## src/rtl/branch_predict_unit_if.sv

```systemverilog
// Fetch/execute-facing signal bundle of the branch predictor.
// The slave side is the predictor; the master side is the surrounding pipeline.
interface branch_predict_unit_if #(
   parameter int unsigned ADDR_W = 64
);
   logic              FetchValid;
   logic [ADDR_W-1:0] FetchPC;
   logic              PredValid;
   logic              PredTaken;
   logic              ExValid;
   logic [ADDR_W-1:0] ExPC;
   logic              ExTaken;
   logic              ExPredicted;
   logic [ADDR_W-1:0] ExTarget;
   logic              Flush;
   logic [ADDR_W-1:0] RedirectPC;
   logic [31:0]       MispredictCount;

   modport master (
      output FetchValid, FetchPC, ExValid, ExPC, ExTaken, ExPredicted, ExTarget,
      input  PredValid, PredTaken, Flush, RedirectPC, MispredictCount
   );

   modport slave (
      input  FetchValid, FetchPC, ExValid, ExPC, ExTaken, ExPredicted, ExTarget,
      output PredValid, PredTaken, Flush, RedirectPC, MispredictCount
   );
endinterface

```

## src/rtl/branch_predict_unit.sv

```systemverilog
// Direct-mapped 2-bit saturating-counter branch predictor with one-cycle
// prediction latency and a single-cycle flush/redirect on misprediction.
module branch_predict_unit #(
   parameter int unsigned ENTRIES    = 16,
   parameter int unsigned INDEX_BITS = 4,
   parameter int unsigned ADDR_W     = 64
) (
   input logic                  clk,
   input logic                  reset_n,
   branch_predict_unit_if.slave bus
);
   localparam int unsigned CNT_W = 32;
   localparam int unsigned CTR_W = 2;

   typedef enum logic {
      ST_NORMAL = 1'b0,
      ST_FLUSH  = 1'b1
   } state_t;

   state_t                  state_q, state_d;
   logic [CTR_W-1:0]        table_q [ENTRIES];

   logic                    pred_valid_q, pred_valid_d;
   logic                    pred_taken_q, pred_taken_d;
   logic                    flush_q, flush_d;
   logic [ADDR_W-1:0]       redirect_q, redirect_d;
   logic [CNT_W-1:0]        count_q, count_d;

   logic [INDEX_BITS-1:0]   fetch_idx_c;
   logic [INDEX_BITS-1:0]   ex_idx_c;
   logic [CTR_W-1:0]        ex_ctr_c;
   logic [CTR_W-1:0]        ctr_next_c;
   logic                    accept_c;
   logic                    mispredict_c;

   assign fetch_idx_c = bus.FetchPC[INDEX_BITS+1:2];
   assign ex_idx_c    = bus.ExPC[INDEX_BITS+1:2];

   // Only the index field of the fetch address matters to the table.
   logic unused_fetch_pc_bits;
   assign unused_fetch_pc_bits = ^{bus.FetchPC[ADDR_W-1:INDEX_BITS+2], bus.FetchPC[1:0]};

   // Next-state and registered-output logic.
   always_comb begin
      state_d      = state_q;
      pred_valid_d = 1'b0;
      pred_taken_d = 1'b0;
      flush_d      = 1'b0;
      redirect_d   = redirect_q;
      count_d      = count_q;
      ex_ctr_c     = table_q[ex_idx_c];
      ctr_next_c   = ex_ctr_c;
      accept_c     = 1'b0;
      mispredict_c = 1'b0;

      if (bus.ExTaken) begin
         if (ex_ctr_c != 2'b11) ctr_next_c = ex_ctr_c + CTR_W'(1);
      end else begin
         if (ex_ctr_c != 2'b00) ctr_next_c = ex_ctr_c - CTR_W'(1);
      end

      case (state_q)
         ST_NORMAL: begin
            accept_c     = bus.ExValid;
            mispredict_c = accept_c && (bus.ExTaken != bus.ExPredicted);
            if (mispredict_c) begin
               state_d    = ST_FLUSH;
               flush_d    = 1'b1;
               redirect_d = bus.ExTaken ? bus.ExTarget : bus.ExPC + ADDR_W'(4);
               if (count_q != '1) count_d = count_q + CNT_W'(1);
            end
         end
         ST_FLUSH: begin
            state_d = ST_NORMAL;
         end
         default: begin
            state_d = ST_NORMAL;
         end
      endcase

      // Fetches during a flush or alongside a detected mispredict are wrong-path.
      pred_valid_d = bus.FetchValid && (state_q == ST_NORMAL) && !mispredict_c;
      pred_taken_d = table_q[fetch_idx_c][1];
   end

   always_ff @(posedge clk) begin
      if (!reset_n) begin
         state_q      <= ST_NORMAL;
         pred_valid_q <= 1'b0;
         pred_taken_q <= 1'b0;
         flush_q      <= 1'b0;
         redirect_q   <= '0;
         count_q      <= '0;
      end else begin
         state_q      <= state_d;
         pred_valid_q <= pred_valid_d;
         pred_taken_q <= pred_taken_d;
         flush_q      <= flush_d;
         redirect_q   <= redirect_d;
         count_q      <= count_d;
      end
   end

   // Counter table; the fetch read above sees the pre-update value.
   always_ff @(posedge clk) begin
      if (!reset_n) begin
         for (int unsigned i = 0; i < ENTRIES; i++) table_q[i] <= 2'b01;
      end else if (accept_c) begin
         table_q[ex_idx_c] <= ctr_next_c;
      end
   end

   assign bus.PredValid       = pred_valid_q;
   assign bus.PredTaken       = pred_taken_q;
   assign bus.Flush           = flush_q;
   assign bus.RedirectPC      = redirect_q;
   assign bus.MispredictCount = count_q;

endmodule

```

## src/flat_wrapper.sv

```systemverilog
// flat-port wrapper written by rule: the top's interface ports become plain ports
module branch_predict_unit_flat 
#(
   parameter int unsigned ENTRIES    = 16,
   parameter int unsigned INDEX_BITS = 4,
   parameter int unsigned ADDR_W     = 64
)
  (clk, reset_n, bus_FetchValid, bus_FetchPC, bus_ExValid, bus_ExPC, bus_ExTaken, bus_ExPredicted, bus_ExTarget, bus_PredValid, bus_PredTaken, bus_Flush, bus_RedirectPC, bus_MispredictCount);
  branch_predict_unit_if #(.ADDR_W(ADDR_W)) bus_i ();
  input logic clk;
  input logic reset_n;
  input wire logic [$bits(bus_i.FetchValid)-1:0] bus_FetchValid;
  input wire logic [$bits(bus_i.FetchPC)-1:0] bus_FetchPC;
  input wire logic [$bits(bus_i.ExValid)-1:0] bus_ExValid;
  input wire logic [$bits(bus_i.ExPC)-1:0] bus_ExPC;
  input wire logic [$bits(bus_i.ExTaken)-1:0] bus_ExTaken;
  input wire logic [$bits(bus_i.ExPredicted)-1:0] bus_ExPredicted;
  input wire logic [$bits(bus_i.ExTarget)-1:0] bus_ExTarget;
  output wire logic [$bits(bus_i.PredValid)-1:0] bus_PredValid;
  output wire logic [$bits(bus_i.PredTaken)-1:0] bus_PredTaken;
  output wire logic [$bits(bus_i.Flush)-1:0] bus_Flush;
  output wire logic [$bits(bus_i.RedirectPC)-1:0] bus_RedirectPC;
  output wire logic [$bits(bus_i.MispredictCount)-1:0] bus_MispredictCount;
  assign bus_i.FetchValid = bus_FetchValid;
  assign bus_i.FetchPC = bus_FetchPC;
  assign bus_i.ExValid = bus_ExValid;
  assign bus_i.ExPC = bus_ExPC;
  assign bus_i.ExTaken = bus_ExTaken;
  assign bus_i.ExPredicted = bus_ExPredicted;
  assign bus_i.ExTarget = bus_ExTarget;
  assign bus_PredValid = bus_i.PredValid;
  assign bus_PredTaken = bus_i.PredTaken;
  assign bus_Flush = bus_i.Flush;
  assign bus_RedirectPC = bus_i.RedirectPC;
  assign bus_MispredictCount = bus_i.MispredictCount;
  branch_predict_unit #(.ENTRIES(ENTRIES), .INDEX_BITS(INDEX_BITS), .ADDR_W(ADDR_W)) u_core (.clk(clk), .reset_n(reset_n), .bus(bus_i));
endmodule
```

## config.mk

```make
export PLATFORM = sky130hd
export DESIGN_NAME = branch_predict_unit_flat
export DESIGN_NICKNAME = d
export VERILOG_FILES = /design/src/rtl/branch_predict_unit_if.sv /design/src/rtl/branch_predict_unit.sv /design/src/flat_wrapper.sv
export SDC_FILE = /design/constraint.sdc
export NUM_CORES = 1
export LEC_CHECK = 0
export CORE_MARGIN = 8
export CORE_UTILIZATION = 40
export CTS_BUF_LIST = sky130_fd_sc_hd__clkbuf_4
export CTS_CLUSTER_DIAMETER = 60
export DETAILED_ROUTE_END_ITERATION = 10
export GPL_TIMING_DRIVEN = 1
export PLACE_DENSITY = 0.86
export SYNTH_ARGS = -nofsm -noshare
export SYNTH_HDL_FRONTEND = slang
export SYNTH_SLANG_ARGS = --single-unit
```

## constraint.sdc

```tcl
create_clock -name clk -period 2.77 [get_ports clk]
set_clock_uncertainty 0.2 [all_clocks]
set_input_delay 0.831 -clock clk [delete_from_list [all_inputs] [get_ports clk]]
set_output_delay 0.831 -clock clk [all_outputs]
set_load 0.05 [all_outputs]
```

==> results.md <==
- Clk Latency, worst-skew pair: 0.57 ns
- Hold buffers post-CTS: 0
- Setup crit start kind: primary input
- Rows: 51
- Ys flop type: dfxtp_1
- Total grt overflow: 0
- Crit Path Class: primary input to flip-flop
- Max Cap Viol: 0
- Initial antenna violation count: 2
- Number of global-route vias before repair: 9382
- Syn avg cell area: 8.47 sq um
- Post-route cell area: 12200 sq um
- Sw frac: 0.318
- Status: finished, final reports clean
- Via Count: 9298
- Die width: 156 um
- RSZ-0062 raised after global routing: yes
- Syn nets: 1134
- Mapped Area: 7890 sq um
- Crit path max fanout: 14
- Vias per inst: 5.82
- Routed Antenna Nets: 0
- Yosys cell types: 66
- Seq cells post-synth: 132
- First-pass GRT wire length: 48.7 mm
- Hold Vio Cnt, Final: 0
- Sequential Power Share: 0.419
- CTS Buf Count: 17
- Peak VDD IR: 0.000258 V
- Slew Limit Headroom: 0.628
- PwrDens: 412 nW/um^2
- Die ar.: 24500 sq um
- Aggregate global-route resource usage: 0.249
- # IOs: 297
- Actual slew at the worst max-slew pin: 0.561 ns
- H-tree levels: 4
- Post-layout min period: 2.76 ns
- Nets: 1522
- Fraction of registers with async set/reset: 0
- Synth-to-Final Area Change: 54.1%
- Setup crit start: bus_ExPC[3]
- CTS tree: done
- Pleak: 4.97 nW
- WP data required: 3.06 ns
- Clk pin slew, worst setup/hold paths: 0.14 ns
- Die H: 156 um
- Top cells by area, synth: dfxtp_1 (25%), edfxtp_1 (12%), nand3_1 (5.6%)
- Setup Viol. Count Final: 0
- R2R Path Start: u_core.table_q[7][1]
- Final cycle utilization of the critical path: 0.995
- Placed inst area: 11800 sq um
- Psw: 0.00159 W
- Sink Count: 132
- Routed WL: 31.4 mm
- Worst Hold Launch: u_core.bus.RedirectPC[16]
- Worst Setup End Kind: flip-flop
- Worst reg2reg path depth: 6
- Crit path DAT: 3.05 ns
- Most common cell in the netlist: nand2_1
- Routed len/inst: 19.7 um
- Register area share after synthesis: 0.376
- Drt initial violations: 902
- Clock Power Share: 0.333
- Detailed-route DRC error count: 0
- Initial DRT Pass Iterations: 5
- Hold Crit Depth: 2
- Logic pwr share: 0.247
- Ys Warns: 0
- Cell count after synthesis: 931
- Core box area: 19400 sq um
- Share of cells above drive strength 1: 0.211
- Hold WC Path Type: flip-flop to flip-flop
- EDFF count, synth: 32
- Fmax: 363 MHz
- Layout fillers: 1640
- Port bufs: 236
- Area share of the largest cell type after synthesis: 0.254
- Root Driver: clkbuf_4
- Layout Utilization: 0.627
- Top cells by count, synth: nand2_1 (107), dfxtp_1 (100), nand3_1 (89), a21oi_1 (57)
- Area leader, netlist: dfxtp_1
- Initial Util: 0.407
- Int Pwr: 0.00341 W
- Max Buffers Root-to-Sink: 2
- Dpl hpwl: 23.9 mm
- Slew Limit Fails: 0
- GPL Wtd Cong: 0.936
- Largest net degree at the start of global routing: 57
## flip-flops by register name (all words and copies together) (netlist names)
register	cells
u_core.state_q	1
u_core.bus.PredValid	1
u_core.bus.MispredictCount	32
u_core.bus.Flush	1
u_core.bus.RedirectPC	64
u_core.bus.PredTaken	1
u_core.table_q	32
## final timing paths
path | endpoint | slack [ns]
worst min-delay path | u_core.bus.RedirectPC[16] | 0.27
worst max register to register | u_core.table_q[0][0] | 0.45
worst max-delay path | u_core.bus.RedirectPC[53] | 0.01
worst min register to register | u_core.bus.RedirectPC[16] | 0.27
## power by group through the flow
stage	logic (W)	registers, W	clock network [W]
final	0.00124	0.00210	0.00167
after global routing	0.00131	0.00211	0.00177
after CTS	0.00122	0.00210	0.00169
after detailed placement	0.00126	0.00214	0
after global placement	0.00124	0.00214	0
after floorplan	0.000367	0.00236	0
## repair_timing
action / CTS / global route
cloned: 0 / 1
endpoints found under the setup margin: 105 / 51
buffers inserted: 0 / 3
gates resized for setup: 101 / 7
endpoints found under the hold margin: 0 / 0
pin swaps: 0 / 2
## cell families (layout without fill, tap and decap cells)
logic type	Yosys count	after routing	share of synthesized area
multiplexers	24	24	0.0511
flip-flops	132	132	0.376
AND/OR/NAND/NOR	446	446	0.317
buffers and inverters	82	483	0.0444
adder cells (fa/ha/maj)	7	7	0.0108
XOR/XNOR	35	35	0.0389
AO/OA/AOI/OAI	205	205	0.163
other	0	1	0
## routing by layer
layer / part of all wire / global-route usage / vias to the layer above
met2: 0.49 / 0.430 / 500
met3: 0.096 / 0.0662 / 94
met5: 0.00041 / 0 / -
li1: - / - / 4305
met4: 0.035 / 0.101 / 2
met1: 0.38 / 0.288 / 4397
## critical path, stage by stage
cell,delay [ns]
clkdlybuf4s50_1,0.49
buf_4,0.24
nand4_1,0.20
nor3_2,0.17
buf_4,0.16
nand3_2,0.17
or4_1,0.59
a31oi_1,0.19
## cell type report
class	instances	area [sq um]	share of cell area
Antenna cell	1	2.50	0.000206
Clock buffer	18	135	0.0111
Clock inverter	14	224	0.0184
Inverter	13	48.8	0.00401
Multi-Input combinational cell	717	4620	0.380
Sequential cell	132	2960	0.244
Tap cell	265	332	0.0273
Timing Repair Buffer	438	3830	0.315
## cells in the final DEF (no fill, tap or decap), drive strengths merged, types with 8 or more instances in the layout
cell type	synthesis	layout
dfxtp	100	100
dlygate4sd2	0	99
a21oi	57	57
o21ai	50	50
nand4	51	51
clkbuf	46	19
xnor2	14	14
and4	11	11
nor4	18	18
nand2b	9	9
o211ai	26	26
nand3	90	90
o31ai	8	8
or3	28	28
xor2	21	21
mux2i	11	11
buf	23	203
and2	9	9
mux4	13	13
o22ai	13	13
a31oi	10	10
clkdlybuf4s50	0	134
and3	29	29
or4	18	18
nor2	38	38
nor3	24	24
nand2	107	107
edfxtp	32	32
inv	12	16
## per-stage QoR
stage	cells	power, W	hold WS [ns]	worst slack (ns)	TNS, ns
after floorplan	931	0.00273	0.240	-0.0520	-0.463
after global placement	1561	0.00337	0.240	-0.588	-44.01
after detailed placement	1561	0.00340	0.247	-0.655	-49.40
after CTS	1593	0.00501	0.266	0.0109	0
after global routing	1598	0.00518	0.289	-0.0277	-0.0754
final	1598	0.00500	0.268	0.0141	0
No activity file was read; power rests on OpenSTA's default activity.
